==> src/rtl/exc_pkg.sv <==
`default_nettype none
// +-----------------------------------------------------------------------+
// | Module  : exc_pkg                                                     |
// | Brief   : Shared ExcCodes, mem_exc bit positions and FSM encoding     |
// |           for the exception/interrupt arbiter.                        |
// | Rev     : 1.0  initial release                                        |
// +-----------------------------------------------------------------------+
package exc_pkg;

  // Cause.ExcCode values
  localparam logic [4:0] EXC_INT  = 5'd0;
  localparam logic [4:0] EXC_ADEL = 5'd4;
  localparam logic [4:0] EXC_ADES = 5'd5;
  localparam logic [4:0] EXC_SYS  = 5'd8;
  localparam logic [4:0] EXC_BP   = 5'd9;
  localparam logic [4:0] EXC_RI   = 5'd10;
  localparam logic [4:0] EXC_OV   = 5'd12;

  // Bit positions inside mem_exc = {adel_if, ri, ov, sys, bp, adel, ades}
  localparam int EXB_ADES    = 0;
  localparam int EXB_ADEL    = 1;
  localparam int EXB_BP      = 2;
  localparam int EXB_SYS     = 3;
  localparam int EXB_OV      = 4;
  localparam int EXB_RI      = 5;
  localparam int EXB_ADEL_IF = 6;

  // Arbiter state: SETTLE blocks commits while the CP0 write lands
  typedef enum logic [0:0] {
    ST_IDLE   = 1'b0,
    ST_SETTLE = 1'b1
  } exc_state_t;

endpackage
`default_nettype wire

==> src/rtl/exc_ctrl_cp0_timer.sv <==
`default_nettype none
// +-----------------------------------------------------------------------+
// | Module  : cp0_timer                                                   |
// | Brief   : CP0 Count/Compare pair. Count advances every second clock;  |
// |           ti is a sticky match flag cleared by a Compare write.       |
// | Rev     : 1.0  initial release                                        |
// +-----------------------------------------------------------------------+
module cp0_timer (
  input  logic        clk,
  input  logic        resetn,
  input  logic        tmr_we_count,
  input  logic        tmr_we_compare,
  input  logic [31:0] tmr_wdata,
  output logic [31:0] count,
  output logic [31:0] compare,
  output logic        ti
);

  logic [31:0] r_count;
  logic [31:0] r_compare;
  logic        r_tog;
  logic        r_ti;

  // Count/Compare update, half-rate toggle and sticky match flag
  always_ff @(posedge clk or negedge resetn) begin
    if (!resetn) begin
      r_count   <= '0;
      r_compare <= '0;
      r_tog     <= 1'b0;
      r_ti      <= 1'b0;
    end else begin
      // A software Count write overrides the increment and restarts the phase
      if (tmr_we_count) begin
        r_count <= tmr_wdata;
        r_tog   <= 1'b0;
      end else begin
        r_tog <= ~r_tog;
        if (r_tog) r_count <= r_count + 32'd1;
      end

      if (tmr_we_compare) r_compare <= tmr_wdata;

      // Compare write acknowledges the interrupt and beats a same-cycle match
      if (tmr_we_compare)            r_ti <= 1'b0;
      else if (r_count == r_compare) r_ti <= 1'b1;
    end
  end

  assign count   = r_count;
  assign compare = r_compare;
  assign ti      = r_ti;

endmodule
`default_nettype wire

==> src/rtl/exc_ctrl.sv <==
`default_nettype none
// +-----------------------------------------------------------------------+
// | Module  : exc_ctrl                                                    |
// | Brief   : Exception/interrupt arbiter between MEM and CP0. Selects    |
// |           the highest-priority event, emits the CP0 update bundle,    |
// |           flush and redirect PC; handles ERET and the CP0 timer.      |
// | Rev     : 1.0  initial release                                        |
// +-----------------------------------------------------------------------+
module exc_ctrl
  import exc_pkg::*;
#(
  parameter logic [31:0] EXC_VECTOR  = 32'hBFC00380,
  parameter int          SYNC_STAGES = 2
) (
  input  logic        clk,
  input  logic        resetn,
  input  logic        mem_valid,
  input  logic        mem_stall,
  input  logic [31:0] mem_pc,
  input  logic        mem_bd,
  input  logic [6:0]  mem_exc,
  input  logic        mem_eret,
  input  logic [31:0] mem_badvaddr,
  input  logic [5:0]  ext_int,
  input  logic        st_ie,
  input  logic        st_exl,
  input  logic [7:0]  st_im,
  input  logic [1:0]  cause_ip_sw,
  input  logic [31:0] cp0_epc,
  input  logic        tmr_we_count,
  input  logic        tmr_we_compare,
  input  logic [31:0] tmr_wdata,
  output logic        flush,
  output logic [31:0] flush_pc,
  output logic        upd_en,
  output logic [4:0]  upd_exccode,
  output logic        upd_bd,
  output logic [31:0] upd_epc,
  output logic        upd_bva_en,
  output logic [31:0] upd_bva,
  output logic        upd_eret,
  output logic [5:0]  hw_ip,
  output logic [31:0] count,
  output logic [31:0] compare
);

  logic [SYNC_STAGES-1:0][5:0] r_sync;
  exc_state_t                  r_state;
  logic                        w_ti;
  logic                        w_int_req;
  logic                        w_take;
  logic                        w_exc;
  logic [4:0]                  w_code;
  logic                        w_bva_en;
  logic [31:0]                 w_bva;

  cp0_timer u_timer (
    .clk            (clk),
    .resetn         (resetn),
    .tmr_we_count   (tmr_we_count),
    .tmr_we_compare (tmr_we_compare),
    .tmr_wdata      (tmr_wdata),
    .count          (count),
    .compare        (compare),
    .ti             (w_ti)
  );

  // Multi-flop synchronizer for the asynchronous interrupt lines
  always_ff @(posedge clk or negedge resetn) begin
    if (!resetn) r_sync <= '0;
    else         r_sync <= {r_sync[SYNC_STAGES-2:0], ext_int};
  end

  // Timer interrupt shares the top hardware line
  assign hw_ip = {r_sync[SYNC_STAGES-1][5] | w_ti, r_sync[SYNC_STAGES-1][4:0]};

  assign w_int_req = st_ie & ~st_exl & (|({hw_ip, cause_ip_sw} & st_im));

  // resetn gating keeps every strobe low while reset is held
  assign w_take = resetn & mem_valid & ~mem_stall & (r_state == ST_IDLE);

  // Priority encoder: interrupt first, then instruction exceptions in order
  always_comb begin
    w_exc    = 1'b1;
    w_code   = EXC_INT;
    w_bva_en = 1'b0;
    w_bva    = '0;
    if (w_int_req) begin
      w_code = EXC_INT;
    end else if (mem_exc[EXB_ADEL_IF]) begin
      w_code   = EXC_ADEL;
      w_bva_en = 1'b1;
      w_bva    = mem_pc;
    end else if (mem_exc[EXB_RI]) begin
      w_code = EXC_RI;
    end else if (mem_exc[EXB_OV]) begin
      w_code = EXC_OV;
    end else if (mem_exc[EXB_SYS]) begin
      w_code = EXC_SYS;
    end else if (mem_exc[EXB_BP]) begin
      w_code = EXC_BP;
    end else if (mem_exc[EXB_ADEL]) begin
      w_code   = EXC_ADEL;
      w_bva_en = 1'b1;
      w_bva    = mem_badvaddr;
    end else if (mem_exc[EXB_ADES]) begin
      w_code   = EXC_ADES;
      w_bva_en = 1'b1;
      w_bva    = mem_badvaddr;
    end else begin
      w_exc = 1'b0;
    end
  end

  assign upd_en      = w_take & w_exc;
  assign upd_eret    = w_take & ~w_exc & mem_eret;
  assign flush       = upd_en | upd_eret;
  assign flush_pc    = upd_en ? EXC_VECTOR : (upd_eret ? cp0_epc : '0);
  assign upd_exccode = upd_en ? w_code : '0;
  assign upd_bd      = upd_en & mem_bd;
  // A delay-slot fault restarts at the branch so the branch re-executes
  assign upd_epc     = upd_en ? (mem_bd ? mem_pc - 32'd4 : mem_pc) : '0;
  assign upd_bva_en  = upd_en & w_bva_en;
  assign upd_bva     = upd_bva_en ? w_bva : '0;

  // One-cycle settle after every redirect so stale Status is never sampled
  always_ff @(posedge clk or negedge resetn) begin
    if (!resetn)                          r_state <= ST_IDLE;
    else if (r_state == ST_SETTLE)        r_state <= ST_IDLE;
    else if (flush)                       r_state <= ST_SETTLE;
    else                                  r_state <= ST_IDLE;
  end

endmodule
`default_nettype wire

==> config.mk <==
export PLATFORM = sky130hd
export DESIGN_NAME = exc_ctrl
export DESIGN_NICKNAME = d
export VERILOG_FILES = /design/src/rtl/exc_pkg.sv /design/src/rtl/exc_ctrl_cp0_timer.sv /design/src/rtl/exc_ctrl.sv
export SDC_FILE = /design/constraint.sdc
export NUM_CORES = 1
export LEC_CHECK = 0
export ABC_CLOCK_PERIOD_IN_PS = 2100
export CORE_UTILIZATION = 30
export CTS_BUF_LIST = sky130_fd_sc_hd__clkbuf_8
export DETAILED_ROUTE_END_ITERATION = 7
export HOLD_SLACK_MARGIN = 0.03
export PLACE_DENSITY_LB_ADDON = 0.3
export SLEW_MARGIN = 20
export SYNTH_ARGS = -nofsm -noshare
export SYNTH_HDL_FRONTEND = slang
export SYNTH_SLANG_ARGS = --single-unit
==> constraint.sdc <==
create_clock -name clk -period 2.1 [get_ports clk]
set_input_delay 0.315 -clock clk [delete_from_list [all_inputs] [get_ports clk]]
set_output_delay 0.315 -clock clk [all_outputs]
set_load 0.01 [all_outputs]
==> impl_metrics.json, run 1 <==
{
  "final_layout_size_suffix_gt1_frac": 0.370,
  "num_vias": 6538,
  "drt_pre_antenna_iters": 5,
  "met3_usage": 0.0607,
  "syn_avg_cell_area_um2": 8.36,
  "busiest_layer": "met2",
  "reg2reg_slack_ps": 250,
  "arrival_ps": 2290,
  "grt_pass1_vias": 6273,
  "fmax_ghz": 0.384,
  "post-route-period-util": 1.24,
  "postRouteAntennaNets": 0,
  "crit_path_end_kind": "output pin",
  "grt.overflow.total": 0,
  "fin_ws_ps": -503,
  "antenna_cells": 0,
  "ios": 337,
  "fp-row-count": 48,
  "timing.rr.start": "u_timer.count[0]$_DFFE_PN0N_",
  "chipWidth_um": 136,
  "synth-seq-area-share": 0.364,
  "portBuffers": 335,
  "grt_use_total": 0.240,
  "core-area_um2": 17500,
  "pre_cts_slack_ps": -1240,
  "setup_viol": 105,
  "hold_violations": 0,
  "max-cap-violations": 0,
  "area_delta_synth_final_pct": 96.3,
  "drt_iter0_drc": 266,
  "hold_ws_ps": 117,
  "grt_max_degree": 79,
  "syn-cell-area_um2": 5430,
  "worstPathRequired_ps": 1780,
  "cts_buffers": 9,
  "wirelength_um": 24400,
  "worstMarginPinSlew_ps": 740,
  "crit_fanout": 4,
  "cts_root_buffer": "clkbuf_8",
  "status": "complete, but fails checks",
  "cts.sinks": 79,
  "hpwl_um": 17800,
  "antenna_found_initial": 0,
  "viasPerCell": 4.99,
  "r2r_cells": 5,
  "clk_path_buf_depth": 2,
  "die_h_um": 136,
  "ys_seq_elements": 79,
  "cts.clk_slew.worst_paths_ps": 80,
  "cellPowerDensity_nw_per_um2": 438,
  "wl_per_cell_um": 18.6,
  "synth_warnings": 0,
  "dp_cells": 1253,
  "die-area_um2": 18600,
  "cts_tree": "yes",
  "timing.rr.end": "u_timer.count[19]$_DFFE_PN0N_",
  "relSlewSlack": 0.507,
  "grt_first_pass_wirelength_um": 34300,
  "slew_viol_final": 0,
  "start_util": 0.310,
  "h-tree-depth": 3,
  "drcViolationCount": 0,
  "p_leak_nw": 4.42,
  "syn_nets": 812,
  "fin_skew_ps": 12.8,
  "min-delay-path-class": "input port to async pin",
  "use_met2": 0.433,
  "vdd_drop_max_mv": 0.658,
  "met1_usage": 0.283,
  "period_minus_slack_ps": 2600,
  "crit_type": "input port to output pin",
  "syn_inst": 649,
  "worst_setup_path_start_kind": "input port",
  "ys_types": 45,
  "insertion_delay_ps": 360,
  "fin_nets": 1243,
  "grt_setup_unrepaired": "true",
  "place.gp.congestion": 0.902,
  "failed_checks": "setup timing",
  "fin_cells": 1310
}
critical path, stage by stage:
cell	delay (ps)
clkdlybuf4s15_1	210
or4b_4	580
nor4_4	280
buf_4	170
buf_4	100
buf_4	100
nand3_2	90
xor2_2	210
nor2_4	110
buf_6	110
routing by layer:
metal	vias to the layer above	wire length [um]
met5	-	0
met4	0	638
met3	36	1730
met2	240	12500
met1	3163	9560
li1	3099	-
cells by family after synthesis:
| kind of cell | Yosys count | synth area share |
|---|---|---|
| adders and majority gates | 2 | 0.00461 |
| xor gates and xnor gates | 90 | 0.145 |
| AOI/OAI and AO/OA | 90 | 0.0878 |
| muxes | 35 | 0.0724 |
| buffers and inverters | 56 | 0.0429 |
| other | 1 | 0.000691 |
| DFF | 79 | 0.364 |
| and+or+nand+nor | 296 | 0.282 |
layout by cell type (no fill, tap or decap), types with 6 or more instances in the layout:
| master | netlist | final |
|---|---|---|
| buf_4 | 6 | 96 |
| o21ai_0 | 32 | 32 |
| nand3_1 | 47 | 43 |
| clkdlybuf4s15_2 | 0 | 10 |
| nor2_1 | 50 | 23 |
| buf_2 | 0 | 53 |
| xor2_1 | 32 | 28 |
| and2_4 | 0 | 19 |
| nor3_1 | 15 | 12 |
| nand4_1 | 20 | 20 |
| clkbuf_8 | 0 | 10 |
| and4_1 | 6 | 6 |
| xnor2_1 | 58 | 57 |
| dlygate4sd2_1 | 0 | 14 |
| a21oi_2 | 0 | 26 |
| clkdlybuf4s50_1 | 0 | 209 |
| nand2_1 | 86 | 85 |
| buf_6 | 0 | 58 |
| a21oi_1 | 50 | 22 |
| mux2_2 | 34 | 34 |
| dfrtp_1 | 79 | 79 |
| nor2_4 | 0 | 15 |
| buf_12 | 0 | 10 |
| and3_1 | 9 | 9 |
| inv_1 | 12 | 12 |
| nor2_2 | 1 | 13 |
synth_stat cells (all sizes together):
cell | count | area [um2]
xor2 | 32 | 280
conb | 1 | 3.75
and4 | 6 | 52.6
a221oi | 1 | 8.76
nor2b | 2 | 12.5
nand2b | 1 | 6.26
and3b | 1 | 8.76
nand4bb | 1 | 11.3
nand2 | 86 | 323
inv | 12 | 45.0
and2 | 21 | 131
o31ai | 1 | 7.51
a311o | 1 | 10.0
a22o | 1 | 8.76
xnor2 | 58 | 508
or4b | 2 | 20.0
o21ai | 33 | 165
a211oi | 1 | 7.51
nand3 | 48 | 245
clkinv | 1 | 3.75
and3 | 9 | 56.3
a222oi | 1 | 10.0
clkbuf | 37 | 139
nand4 | 20 | 125
or2 | 6 | 37.5
nand3b | 3 | 22.5
nand4b | 3 | 26.3
a21oi | 50 | 250
or3 | 5 | 31.3
buf | 6 | 45.0
nor3 | 15 | 75.1
a311oi | 1 | 8.76
mux2 | 34 | 383
or4 | 6 | 52.6
nor2 | 51 | 194
dfrtp | 79 | 1980
mux2i | 1 | 10.0
ha | 2 | 25.0
nor4 | 10 | 98.8
sequential cells by signal, indices dropped and copies added, names as in the netlist:
name / flops
hw_ip: 5
r_state: 1
r_sync: 7
u_timer.compare: 32
u_timer.count: 32
u_timer.r_tog: 1
u_timer.ti: 1
how the worst max path moves through the flow:
stage,startpoint,to,cells after the start
after floorplan,mem_pc[13],upd_epc[28],5
after global placement,mem_pc[13],upd_epc[22],7
after detailed placement,mem_pc[12],upd_epc[22],7
after CTS,hw_ip[2]$_DFF_PN0_,flush_pc[25],9
after global routing,hw_ip[1]$_DFF_PN0_,upd_epc[14],10
final,mem_pc[2],upd_epc[29],10
final cells by class:
type	instances	area [um2]
fillers	1518	6820
repair buffers	463	4360
multi-input cells	514	3760
flip-flops and latches	79	1980
well taps	225	282
clock buffers	10	138
clock inverters	6	85.1
inverters	13	48.8
through the flow:
step	setup TNS, ps	instance area, um2	util	total power [W]
finish	-42060	10700	0.610	0.00467
global route	-54250	10700	0.610	0.00489
CTS	-45950	10300	0.589	0.00465
detailed placement	-89110	9610	0.550	0.00332
global placement	-85400	9610	0.550	0.00331
floorplan	-856	5440	-	0.00235
power breakdown:
| group | total (W) | internal, W | switching, W |
|---|---|---|---|
| clock | 0.00127 | 0.000698 | 0.000568 |
| combinational | 0.00159 | 0.000915 | 0.000672 |
| sequential | 0.00182 | 0.00165 | 0.000163 |
timing repair:
item,CTS,global route
setup endpoints to repair,105,105
gates cloned,7,3
hold buffers,1,0
pin swaps,58,16
hold endpoints to repair,1,0
buffers inserted,29,3
resized for setup,515,120
(Power assumes the default switching activity.)
==> inputs of run 2 (changes only) <==
--- a/config.mk
+++ b/config.mk
@@ -6,7 +6,8 @@
 export NUM_CORES = 1
 export LEC_CHECK = 0
 export ABC_CLOCK_PERIOD_IN_PS = 2100
-export CORE_UTILIZATION = 30
+export CAP_MARGIN = 20
+export CORE_UTILIZATION = 23
 export CTS_BUF_LIST = sky130_fd_sc_hd__clkbuf_8
 export DETAILED_ROUTE_END_ITERATION = 7
 export HOLD_SLACK_MARGIN = 0.03
@@ -15,3 +16,4 @@
 export SYNTH_ARGS = -nofsm -noshare
 export SYNTH_HDL_FRONTEND = slang
 export SYNTH_SLANG_ARGS = --single-unit
+export TNS_END_PERCENT = 50
==> run 2 against run 1 <==
- the run still ends with setup timing left
- combinational power about the same
- sequential power about the same
- cell area increased by 1.8%
- clock power decreased by 5%
- largest power group unchanged
- highest routed layer unchanged
==> impl_metrics.json, run 2 (synthesized netlist as in run 1, its figures left out) <==
{
  "grt_max_degree": 69,
  "multi_input_area_um2": 3760,
  "max-cap-violations": 0,
  "drt_pre_antenna_iters": 4,
  "fin_ws_ps": -643,
  "crit_type": "input port to output pin",
  "fmax_ghz": 0.365,
  "power.switching_w": 0.00140,
  "p_leak_nw": 4.43,
  "wirelength_um": 25200,
  "final_layout_size_suffix_gt1_frac": 0.375,
  "wl_met1_um": 9780,
  "num_vias": 6409,
  "power.share.combinational": 0.348,
  "post-route-period-util": 1.31,
  "arrival_ps": 2430,
  "start_util": 0.237,
  "worstMarginPinSlew_ps": 907,
  "highest_layer": "met4",
  "swShare": 0.303,
  "h-tree-depth": 3,
  "cellPowerDensity_nw_per_um2": 427,
  "wl_per_cell_um": 18.0,
  "seqCellArea_um2": 1980,
  "cts.sinks": 79,
  "grt_pass1_vias": 6325,
  "hp-start": "r_sync[4]$_DFF_PN0_",
  "post_dp_cell_area_um2": 9690,
  "cts_root_buffer": "clkbuf_8",
  "min-delay-path-class": "flip-flop to flip-flop",
  "seq_power_share": 0.390,
  "grt.overflow.total": 0,
  "ios": 337,
  "relSlewSlack": 0.395,
  "fp-row-count": 55,
  "viasPerCell": 4.57,
  "p_clk_frac": 0.262,
  "place.gp.congestion": 0.862,
  "slew_viol_final": 0,
  "hold_violations": 0,
  "timing.rr.start": "u_timer.count[7]$_DFFE_PN0N_",
  "die-area_um2": 24200,
  "clk_path_buf_depth": 2,
  "hpwl_um": 18400,
  "wl_met2_um": 13000,
  "postRouteAntennaNets": 0,
  "worstPathRequired_ps": 1780,
  "worst_setup_path_start_kind": "input port",
  "most-common-layout-cells": "clkdlybuf4s50_1 (213), buf_4 (90), nand2_1 (85), dfrtp_1 (79), buf_6 (71)",
  "grt_use_total": 0.195,
  "antenna_cells": 0,
  "crit_fanout": 3,
  "cts.clk_slew.worst_paths_ps": 80,
  "final_core_util": 0.473,
  "fin_cells": 1401,
  "dp_cells": 1337,
  "final_common_cell": "clkdlybuf4s50_1",
  "drcViolationCount": 0,
  "core-area_um2": 22900,
  "fin_skew_ps": 11.2,
  "die_h_um": 156,
  "fillCellCount": 2207,
  "setup_viol": 105,
  "area_delta_synth_final_pct": 99.8,
  "insertion_delay_ps": 350,
  "routed-wl-met3_um": 1780,
  "fin_area_um2": 10800,
  "period_minus_slack_ps": 2740,
  "antenna_found_initial": 0,
  "cts_tree": "yes",
  "intPower_w": 0.00323,
  "chipWidth_um": 156,
  "status": "complete, but fails checks",
  "crit_path_start": "mem_exc[5]",
  "grt_first_pass_wirelength_um": 36200,
  "vdd_drop_max_mv": 0.379,
  "fin_nets": 1246,
  "crit_path_end_kind": "output pin",
  "cts_buffers": 9,
  "grt_setup_unrepaired": "true",
  "portBuffers": 335,
  "failed_checks": "setup timing",
  "drt_iter0_drc": 334
}
[run 2: worst paths after layout]
| check | slack [ps] | to | cells past startpoint |
|---|---|---|---|
| setup / recovery | -640 | flush_pc[0] | 12 |
| hold reg to reg | 350 | hw_ip[4]$_DFF_PN0_ | 0 |
| min in group asynchronous | 440 | r_sync[0]$_DFF_PN0_ | 3 |
| max in group asynchronous | 530 | u_timer.count[18]$_DFFE_PN0N_ | 4 |
| setup reg to reg | 180 | u_timer.count[19]$_DFFE_PN0N_ | 5 |
| hold / removal | 350 | hw_ip[4]$_DFF_PN0_ | 0 |
[run 2: routing by layer]
layer  vias to the layer above  global-route usage
met3                        40              0.0508
li1                       3116                   -
met1                      3017               0.218
met2                       236               0.360
met4                         0              0.0588
met5                         -                   0
[run 2: layout make-up]
cell class / count / share of cell area
Tap cell: 313 / 0.0361
Inverter: 13 / 0.00450
Timing Repair Buffer: 466 / 0.410
Clock buffer: 12 / 0.0152
Clock inverter: 4 / 0.00485
Sequential cell: 79 / 0.182
Multi-Input combinational cell: 514 / 0.347
[run 2: metrics by stage]
step / setup slack (ps) / setup TNS (ps) / hold slack [ps] / total power [W]
final: -643 / -51110 / 352 / 0.00463
after global routing: -769 / -64480 / 363 / 0.00488
after CTS: -677 / -48600 / 355 / 0.00464
after detailed placement: -1210 / -90520 / 276 / 0.00334
after global placement: -1230 / -89420 / 276 / 0.00334
after floorplan: -222 / -971 / 19.4 / 0.00235
[run 2: critical path, stage by stage]
cell and delay (ps):
clkdlybuf4s50_1 450, nor3_2 240, nand2b_1 120, nand3b_1 210
buf_4 170, nor4_4 230, buf_4 180, buf_6 110
buf_6 100, buf_6 90, and2_4 130, buf_6 90
[run 2: timing repair]
action,4_1_cts,5_1_grt
hold endpoints to repair,11,0
endpoints found under the setup margin,105,105
hold buffers,1,0
resized for setup,593,75
setup buffers,31,11
pin swaps,54,6
cloned,7,3
[run 2: power groups by stage]
stage,combinational [W],sequential [W],clock [W]
floorplan,0.000470,0.00188,0
global placement,0.00150,0.00183,0
detailed placement,0.00150,0.00184,0
CTS,0.00158,0.00181,0.00126
global route,0.00172,0.00183,0.00132
finish,0.00161,0.00181,0.00121
==> inputs of run 3 (changes only) <==
--- a/config.mk
+++ b/config.mk
@@ -7,11 +7,12 @@
 export LEC_CHECK = 0
 export ABC_CLOCK_PERIOD_IN_PS = 2100
 export CAP_MARGIN = 20
-export CORE_UTILIZATION = 23
+export CORE_AREA = 2 2 132 134
 export CTS_BUF_LIST = sky130_fd_sc_hd__clkbuf_8
 export DETAILED_ROUTE_END_ITERATION = 7
+export DIE_AREA = 0 0 134 136
 export HOLD_SLACK_MARGIN = 0.03
-export PLACE_DENSITY_LB_ADDON = 0.3
+export PLACE_DENSITY = 0.75
 export SLEW_MARGIN = 20
 export SYNTH_ARGS = -nofsm -noshare
 export SYNTH_HDL_FRONTEND = slang
==> run 3 against run 2 <==
- the flow still finishes with violations (setup timing)
- die area down 25%
- first-iteration DRC count down 23%
- sequential share of layout area up 0.40 points
- power down 3.9%
- wire length up 2.9%
- final cell count down 5.2%
- global-route usage up 7.3 points
- clock-buffer cell count down 2
- clock skew down 2.6 ps
- largest cell class unchanged
==> impl_metrics.json, run 3 (synthesized netlist as in run 1, its figures left out) <==
{
  "wl_met2_um": 13300,
  "crit_type": "flip-flop to output pin",
  "post_dp_cell_area_um2": 9660,
  "post-route-period-util": 1.33,
  "seq_power_share": 0.406,
  "grt_use_total": 0.268,
  "drt_pre_antenna_iters": 7,
  "setup_viol": 105,
  "num_vias": 6626,
  "grt_max_degree": 77,
  "final_core_util": 0.629,
  "grt.overflow.total": 0,
  "cts_tree": "yes",
  "cts_root_buffer": "clkbuf_8",
  "power.switching_w": 0.00142,
  "grt_setup_unrepaired": "true",
  "fillCellCount": 1416,
  "fp-row-count": 48,
  "clk_path_buf_depth": 2,
  "postRouteAntennaNets": 0,
  "fmax_ghz": 0.357,
  "area_delta_synth_final_pct": 95.5,
  "critPathMaxStageDelay_ps": 410,
  "vdd_drop_max_mv": 0.411,
  "routed-wl-met3_um": 2260,
  "most-common-layout-cells": "clkdlybuf4s50_1 (208), buf_4 (108), nand2_1 (86), dfrtp_1 (79), buf_6 (62)",
  "period_minus_slack_ps": 2800,
  "cts_buffers": 9,
  "place.gp.congestion": 0.901,
  "final_layout_size_suffix_gt1_frac": 0.345,
  "arrival_ps": 2490,
  "slew_viol_final": 0,
  "fin_area_um2": 10600,
  "start_util": 0.322,
  "insertion_delay_ps": 360,
  "ios": 337,
  "crit_fanout": 4,
  "wirelength_um": 25900,
  "drt_iter0_drc": 258,
  "worst_setup_path_start_kind": "flip-flop",
  "tns_ps": -53020,
  "portBuffers": 335,
  "h-tree-depth": 3,
  "cts.sinks": 79,
  "highest_layer": "met5",
  "worstPathRequired_ps": 1780,
  "cellPowerDensity_nw_per_um2": 420,
  "worstMarginPinSlew_ps": 713,
  "crit_top_cell": "buf_6",
  "crit_slowest_cell": "a222oi_1",
  "wl_met1_um": 9340,
  "hold_violations": 0,
  "intPower_w": 0.00303,
  "grt_pass1_vias": 6543,
  "viasPerCell": 4.99,
  "die-area_um2": 18200,
  "wl_per_cell_um": 19.5,
  "relSlewSlack": 0.525,
  "hpwl_um": 18900,
  "power.share.combinational": 0.362,
  "max-cap-violations": 0,
  "cts.clk_slew.worst_paths_ps": 80,
  "hold_ws_ps": 341,
  "p_total_w": 0.00445,
  "drcViolationCount": 0,
  "fin_nets": 1258,
  "status": "complete, but fails checks",
  "grt_first_pass_wirelength_um": 37300,
  "failed_checks": "setup timing",
  "final_common_cell": "clkdlybuf4s50_1",
  "fin_ws_ps": -700,
  "p_leak_nw": 4.50,
  "die_h_um": 136,
  "core-area_um2": 16900,
  "min-delay-path-class": "flip-flop to flip-flop",
  "antenna_found_initial": 4,
  "path_cells": "a222oi_1 -> buf_4 -> a311oi_2 -> buf_4 -> nor4_4 -> buf_4 -> buf_6 -> buf_6 -> buf_6 -> and2_4 -> buf_6",
  "chipWidth_um": 134,
  "fin_skew_ps": 8.56,
  "crit_path_end_kind": "output pin",
  "swShare": 0.319,
  "p_clk_frac": 0.232
}
[run 3: cell types whose count changed in the layout (fill, tap and decap cells not counted), sizes merged, moves of 5 or more]
cell / previous run / this run
buf: 232 / 239
dlygate4sd2: 12 / 25
clkbuf: 16 / 10
clkinv: 1 / 6
clkdlybuf4s50: 213 / 208
[run 3: layout make-up]
class,count,area (um2),share of cell area
clock inverter,6,36.3,0.00342
clock buffer,10,138,0.0130
timing repair buffer,478,4470,0.421
inverter,13,48.8,0.00460
sequential,79,1980,0.186
antenna,3,7.51,0.000708
multi-input combinational,514,3650,0.344
tap,225,282,0.0265
[run 3: stage by stage]
| stage | setup slack [ps] | instances |
|---|---|---|
| 2_1_floorplan | -222 | 649 |
| 3_3_place_gp | -1130 | 1257 |
| 3_5_place_dp | -1130 | 1257 |
| 4_1_cts | -889 | 1319 |
| 5_1_grt | -802 | 1327 |
| 6_report | -700 | 1328 |
[run 3: power by group through the flow]
stage	clock network (W)	registers (W)	logic (W)
2_1_floorplan	0	0.00188	0.000470
4_1_cts	0.00107	0.00181	0.00157
5_1_grt	0.00113	0.00183	0.00171
3_5_place_dp	0	0.00184	0.00151
6_report	0.00103	0.00181	0.00161
3_3_place_gp	0	0.00183	0.00150
[run 3: path summary, 6_finish.rpt]
path / slack (ps) / startpoint / cells past startpoint / to
min in group asynchronous: 530 / resetn / 3 / r_state$_DFF_PN0_
max: -700 / hw_ip[0]$_DFF_PN0_ / 11 / flush_pc[4]
min: 340 / r_sync[2]$_DFF_PN0_ / 0 / hw_ip[2]$_DFF_PN0_
max reg2reg: 150 / u_timer.count[9]$_DFFE_PN0N_ / 5 / u_timer.count[19]$_DFFE_PN0N_
min reg2reg: 340 / r_sync[2]$_DFF_PN0_ / 0 / hw_ip[2]$_DFF_PN0_
max in group asynchronous: 680 / resetn / 4 / r_sync[11]$_DFF_PN0_
[run 3: metal layers]
metal / vias to the layer above / track usage
met3: 58 / 0.0906
met5: - / 0
met4: 2 / 0.126
li1: 3126 / -
met2: 274 / 0.475
met1: 3166 / 0.289
[run 3: worst max-delay path, delay by kind of cell, from the launching register on]
| family | cells | cell delay, ps |
|---|---|---|
| flops | 1 | 380 |
| buf+inv | 7 | 940 |
| simple gates | 2 | 330 |
| compound gates | 2 | 480 |
[run 3: timing repair]
| action | in CTS | in global routing |
|---|---|---|
| resized for setup | 522 | 91 |
| setup endpoints to repair | 105 | 105 |
| pin swaps | 40 | 27 |
| cloned | 7 | 0 |
| setup buffers | 39 | 9 |
| endpoints found under the hold margin | 3 | 0 |
| hold buffers | 1 | 0 |
==> variant 1: new RTL, flow settings as in run 1 <==
The parameter `SYNC_STAGES` goes from 2 to 4.
--- a/src/rtl/exc_ctrl.sv
+++ b/src/rtl/exc_ctrl.sv
@@ -11,5 +11,5 @@
 #(
   parameter logic [31:0] EXC_VECTOR  = 32'hBFC00380,
-  parameter int          SYNC_STAGES = 2
+  parameter int          SYNC_STAGES = 4
 ) (
   input  logic        clk,
Function: changed (a bounded check fails within 4 cycles, from zero or initial values and one cycle with resetn low).
==> variant 1 against run 1 <==
- the run still ends with negative setup slack left
- sequential cell count increased by 12
- maximum frequency decreased by 8.4%
- clock power decreased by 13%
- worst setup slack got worse by 0.24 ns
- core utilization increased by 0.74 points
- power increased by 2.6%
- routed wire length increased by 5.8%
- cell count increased by 3.9%
- critical path depth decreased by 2
- register-to-register slack got worse by 0.17 ns
- final area increased by 5.5%
- synthesized area increased by 4.3%
- critical endpoint unchanged
==> variant 1: results (changes against run 1) <==
* Setup slack, reg-to-reg: 0.08 ns (-0.17 ns)
- The synthesized-area fraction occupied by xor and xnor cells came to 12.8% (-1.7 points).
- The worst setup skew after layout is 0.0218 ns (+0.00909 ns).
* Non-Filler Instances: 1361 (+3.9%)
- Highest fanout seen on the critical path: 6 (+2)
* Instance area after placement: 9860 um2 (+2.6%)
* Post-synthesis mux area share: 6.74% (-0.50 points)
- The clock distribution power came to 1.11 mW (-13%).
- Placer congestion estimate: 0.920 (+2.0%)
- The slew at the pin with the worst max-slew slack was 0.636 ns (-0.104 ns).
* Setup slack of the critical path after layout: -0.741 ns (-0.238 ns)
- The power dissipated by switching net loads is 1.50 mW (+7.2%).
* Clock network latency to the later pin of the worst-skew pair: 0.38 ns (+0.02 ns)
- The fraction of registers with async set/reset came to 100% (unchanged).
- The initial DRC count came to 384 (+44%).
- Fraction of the yosys area taken by sequential cells: 40.2% (+3.8 points)
- Critical R2R Launch: hw_ip[1]$_DFF_PN0_
* Via count of the first global-routing pass: 6880 (+9.7%)
- The static leakage power came to 4.73 nW (+7.1%).
* Failing checks: negative setup slack
- The maximum buffer depth of the clock tree is 2 (unchanged).
* Hold slack final: 0.0619 ns (-0.0554 ns)
- The most critical setup path has its startpoint at mem_pc[12].
- The run finished, with violations left.
- The routing usage on met2 was 44.2% (+0.88 points).
* Number of cells on the worst reg-to-reg path: 11 (+6)
* Met3 usage: 6.57% (+0.50 points)
- Number of search-and-repair iterations in the first detailed-routing pass: 4 (-1)
- The met3 wire length is 1.97 mm (+14%).
- The total negative slack is -56.46 ns (-14.41 ns).
* Total Routing Usage GR: 26.2% (+2.1 points)
* Area fraction in compound gates after synthesis: 9.35% (+0.56 points)
* CP max-delay cell: or4_4
- Number of filler cells placed in the layout: 1557 (+2.6%)
- The global-route wire length before repair is 39.3 mm (+14%).
- Worst EP arrival: 2.53 ns (+0.24 ns)
* Total number of nets in the final design: 1288 (+3.6%)
- Synthesized area per cell: 8.58 um2 (+2.6%)
- Detail Placement HPWL: 18.1 mm (+1.6%)
* Largest cells by area after synthesis: dfrtp_1 40%, xnor2_1 8.8%, mux2_2 6.6%
* Met1 layer usage reported by global route: 31.7% (+3.4 points)
- The post-synth net total came to 823 (+1.4%).
* Maximum number of pins on one net before global-route repair: 49 (-38%)
- Post-synth cell types: 42 (-6.7%)
* Metal2 WL: 12.4 mm (-0.66%)
- The cell-internal power was 3.28 mW (+0.55%).
- Post-synthesis adder-cell area fraction: 0.442% (-0.019 points)
- Most instantiated cells after synthesis: 91 x dfrtp_1, 86 x nand2_1, 57 x xnor2_1
- The final count of negative-setup-slack endpoints came to 105 (unchanged).
- The wire length per cell after detailed routing is 19.0 um (+1.8%).
- Clk sink count: 91 (+15%)
- The post-detailed-route via-to-cell ratio came to 5.05 (+1.3%).
- The worst setup timing slack at the placement stage was -1.60 ns (-0.353 ns).
- Fraction of layout cells with a size suffix above 1: 40.7% (+3.8 points)
- Metal1 wirelength: 10.5 mm (+9.5%)
* Maximum vdd drop: 0.000436 V (-34%)
variant 1: final timing paths:
kind	endpoint
max in group asynchronous	u_timer.count[3]$_DFFE_PN0N_
worst min register to register	r_sync[16]$_DFF_PN0_
worst min-delay path	u_timer.count[19]$_DFFE_PN0N_
worst max-delay path	upd_epc[29]
min in group clk	r_sync[16]$_DFF_PN0_
worst max register to register	r_state$_DFF_PN0_
variant 1: cell type report:
class	instances	area, um2	area share, %
tap	229	287	2.55
antenna	3	7.51	0.0668
inverter	12	45.0	0.401
clock buffer	10	138	1.22
multi-input combinational	510	3780	33.6
timing repair buffer	501	4670	41.5
clock inverter	5	37.5	0.334
sequential	91	2280	20.3
variant 1: timing repair:
action	4_1_cts	5_1_grt
setup buffers	59	27
gates resized for setup	660	97
cloned	7	0
endpoints found under the setup margin	106	105
pin swaps	48	33
==> variant 2: new RTL, flow settings as in run 1 <==
Without the edit above. Make the reset (`resetn`) synchronous in 3 clocked blocks. Comments in the files are not updated.
--- a/src/rtl/exc_ctrl_cp0_timer.sv
+++ b/src/rtl/exc_ctrl_cp0_timer.sv
@@ -23,5 +23,5 @@
 
   // Count/Compare update, half-rate toggle and sticky match flag
-  always_ff @(posedge clk or negedge resetn) begin
+  always_ff @(posedge clk) begin
     if (!resetn) begin
       r_count   <= '0;
--- a/src/rtl/exc_ctrl.sv
+++ b/src/rtl/exc_ctrl.sv
@@ -67,5 +67,5 @@
 
   // Multi-flop synchronizer for the asynchronous interrupt lines
-  always_ff @(posedge clk or negedge resetn) begin
+  always_ff @(posedge clk) begin
     if (!resetn) r_sync <= '0;
     else         r_sync <= {r_sync[SYNC_STAGES-2:0], ext_int};
@@ -125,5 +125,5 @@
 
   // One-cycle settle after every redirect so stale Status is never sampled
-  always_ff @(posedge clk or negedge resetn) begin
+  always_ff @(posedge clk) begin
     if (!resetn)                          r_state <= ST_IDLE;
     else if (r_state == ST_SETTLE)        r_state <= ST_IDLE;
Check against the original RTL: differs if resetn is asserted again (counterexample within 4 cycles, from zero or initial values and one cycle with resetn low); with resetn held inactive, the same outputs for 4 cycles.
==> variant 2 against run 1 <==
- the flow still finishes with violations (negative setup slack)
- sequential cell count unchanged
- largest power group unchanged
- power decreased by 6.6%
- routed wire length up 7.9%
- sequential power is 7% lower
- worst setup slack lost 0.0061 ns
- clock power fell by 6%
- global-route usage increased by 2.3 points
- highest routed layer unchanged
- synthesized cell count grew 5.5%
- cell count rose by 4.1%
- count of clock-buffer cells in the layout rose by 1
- final area grew 2.9%
- synthesized area fell by 2.1%
==> variant 2: results (changes against run 1) <==
* Maximum vdd drop: 0.000434 V (-34%)
- Maximum number of pins on one net before global-route repair: 78 (-1.3%)
* Number of antenna violations at the first check in global routing: 1 (+1)
- The synthesized-area fraction occupied by xor and xnor cells was 14.8% (+0.31 points).
* Detailed Route Iter0 Violations: 310 (+17%)
* Final hold violations: 0 (unchanged)
- The global-route total usage across every layer was 26.3% (+2.3 points).
- Number of placed instances with taps included: 1281 (+2.2%)
- Outcome: finished, violations left
* Highest fanout seen on the critical path: 7 (+3)
- The detailed-route wire length came to 26.3 mm (+7.9%).
- Wire length of the first global-routing pass: 36.8 mm (+7.1%)
* Post-synth cell types: 43 (-4.4%)
* Post-synthesis mux area share: 6.22% (-1.0 points)
- The post-synth net total was 848 (+4.4%).
* Dominant delay contributor by cell family on the critical path: buffers and inverters
- Switching Share: 30.1% (+0.037 points)
- Post-synthesis instance total: 685 (+5.5%)
* Clock Skew: 0.00838 ns (-0.00438 ns)
* Setup slack of the critical path after layout: -0.509 ns (-0.00606 ns)
- Number of search-and-repair iterations in the first detailed-routing pass: 4 (-1)
* Average routed wire per standard cell: 19.3 um (+3.6%)
- Worst hold path type: input pin to flip-flop
- The last weighted congestion value of the routability-driven placer came to 0.953 (+5.6%).
- Sorting the synthesized cells by area gives the leading types as dfxtp_1 30%, xnor2_1 9.9%, mux2i_1 6.2%.
* CP max-delay cell: dfxtp_2
* Share of synthesized registers carrying an async set or reset: 0% (-100 points)
* Most instantiated cells after synthesis: 85 x nor2_1, 79 x dfxtp_1, 60 x xnor2_1
* Via count of the first global-routing pass: 6492 (+3.5%)
- Leakage power total: 4.40 nW (-0.52%)
- Clock network latency to the later pin of the worst-skew pair: 0.37 ns
* Failing checks: negative setup slack
- Total number of vias: 6858 (+4.9%)
- The post-synthesis adder-cell area fraction came to 0.471% (+0.0099 points).
* Area fraction in compound gates after synthesis: 13.1% (+4.4 points)
- The detailed-placement wirelength estimate came to 17.8 mm (about the same).
- The hold-fix buffer count after cts is 0 (-1).
* Fraction of layout cells with a size suffix above 1: 35.6% (-1.4 points)
* Final count of negative-setup-slack endpoints: 105 (unchanged)
- Biggest cell delay along the critical path: 0.33 ns (-0.25 ns)
* Relative slew slack: 55.5% (+4.8 points)
- Fraction of the yosys area taken by sequential cells: 29.8% (-6.7 points)
[variant 2: cell type report]
type	instances	area [um2]
well taps	225	282
inverters	12	45.0
diodes	1	2.50
clock buffers	11	151
flip-flops and latches	79	1590
clock inverters	5	56.3
repair buffers	492	4770
fillers	1423	6330
multi-input cells	539	4070
[variant 2: through the flow]
step | cell area, um2 | TNS, ns | worst slack (ns)
final | 11000 | -35.08 | -0.509
after global routing | 11000 | -46.97 | -0.620
after CTS | 10400 | -33.41 | -0.451
after detailed placement | 9450 | -92.85 | -1.13
after global placement | 9450 | -94.66 | -1.14
after floorplan | 5320 | -0.00887 | -0.00415
[variant 2: worst paths after layout]
kind	from	endpoint	slack, ns	cells past startpoint
setup / recovery	hw_ip[1]$_SDFF_PN0_	upd_epc[13]	-0.51	10
hold reg to reg	r_sync[4]$_SDFF_PN0_	hw_ip[4]$_SDFF_PN0_	0.44	1
setup reg to reg	u_timer.count[3]$_SDFFE_PN0P_	u_timer.ti$_SDFFE_PP0N_	0.09	6
hold / removal	resetn	r_sync[3]$_SDFF_PN0_	0.24	2
[variant 2: cells by family (layout without fill, tap and decap cells)]
kind of cell,count (synthesis),after routing
multiplexers,33,33
other,1,2
XOR/XNOR,90,90
AO/OA/AOI/OAI,113,113
flip-flops,79,79
buffers and inverters,67,520
adder cells (fa/ha/maj),2,2
AND/OR/NAND/NOR,300,300
[variant 2: repair_timing]
| action | 4_1_cts | 5_1_grt |
|---|---|---|
| resized for setup | 693 | 98 |
| pin swaps | 72 | 32 |
| gates cloned | 9 | 0 |
| buffers inserted | 42 | 17 |
| endpoints found under the setup margin | 105 | 105 |
[variant 2: per-layer routing]
layer,global-route usage (%),up-vias,wire length [um],part of all wire (%)
met2,46.6,300,12800,48
met4,12.9,0,1430,5.4
li1,-,3278,-,-
met5,0,-,0,0
met3,7.28,95,2190,8.3
met1,28.9,3185,9940,38
[variant 2: worst register-to-register path, cell delays in order, from the launching register on]
cell and delay, ns:
dfxtp_1 0.41, xnor2_1 0.43, nand4_1 0.20, nor4_1 0.48, buf_4 0.20, a21oi_1 0.06, nor3b_1 0.16
[variant 2: power groups by stage]
| stage | combinational, mW | clock, mW | sequential (mW) |
|---|---|---|---|
| 2_1_floorplan | 0.441 | 0 | 1.75 |
| 3_3_place_gp | 1.27 | 0 | 1.72 |
| 3_5_place_dp | 1.27 | 0 | 1.72 |
| 4_1_cts | 1.39 | 1.22 | 1.69 |
| 5_1_grt | 1.57 | 1.27 | 1.71 |
| 6_report | 1.48 | 1.19 | 1.69 |
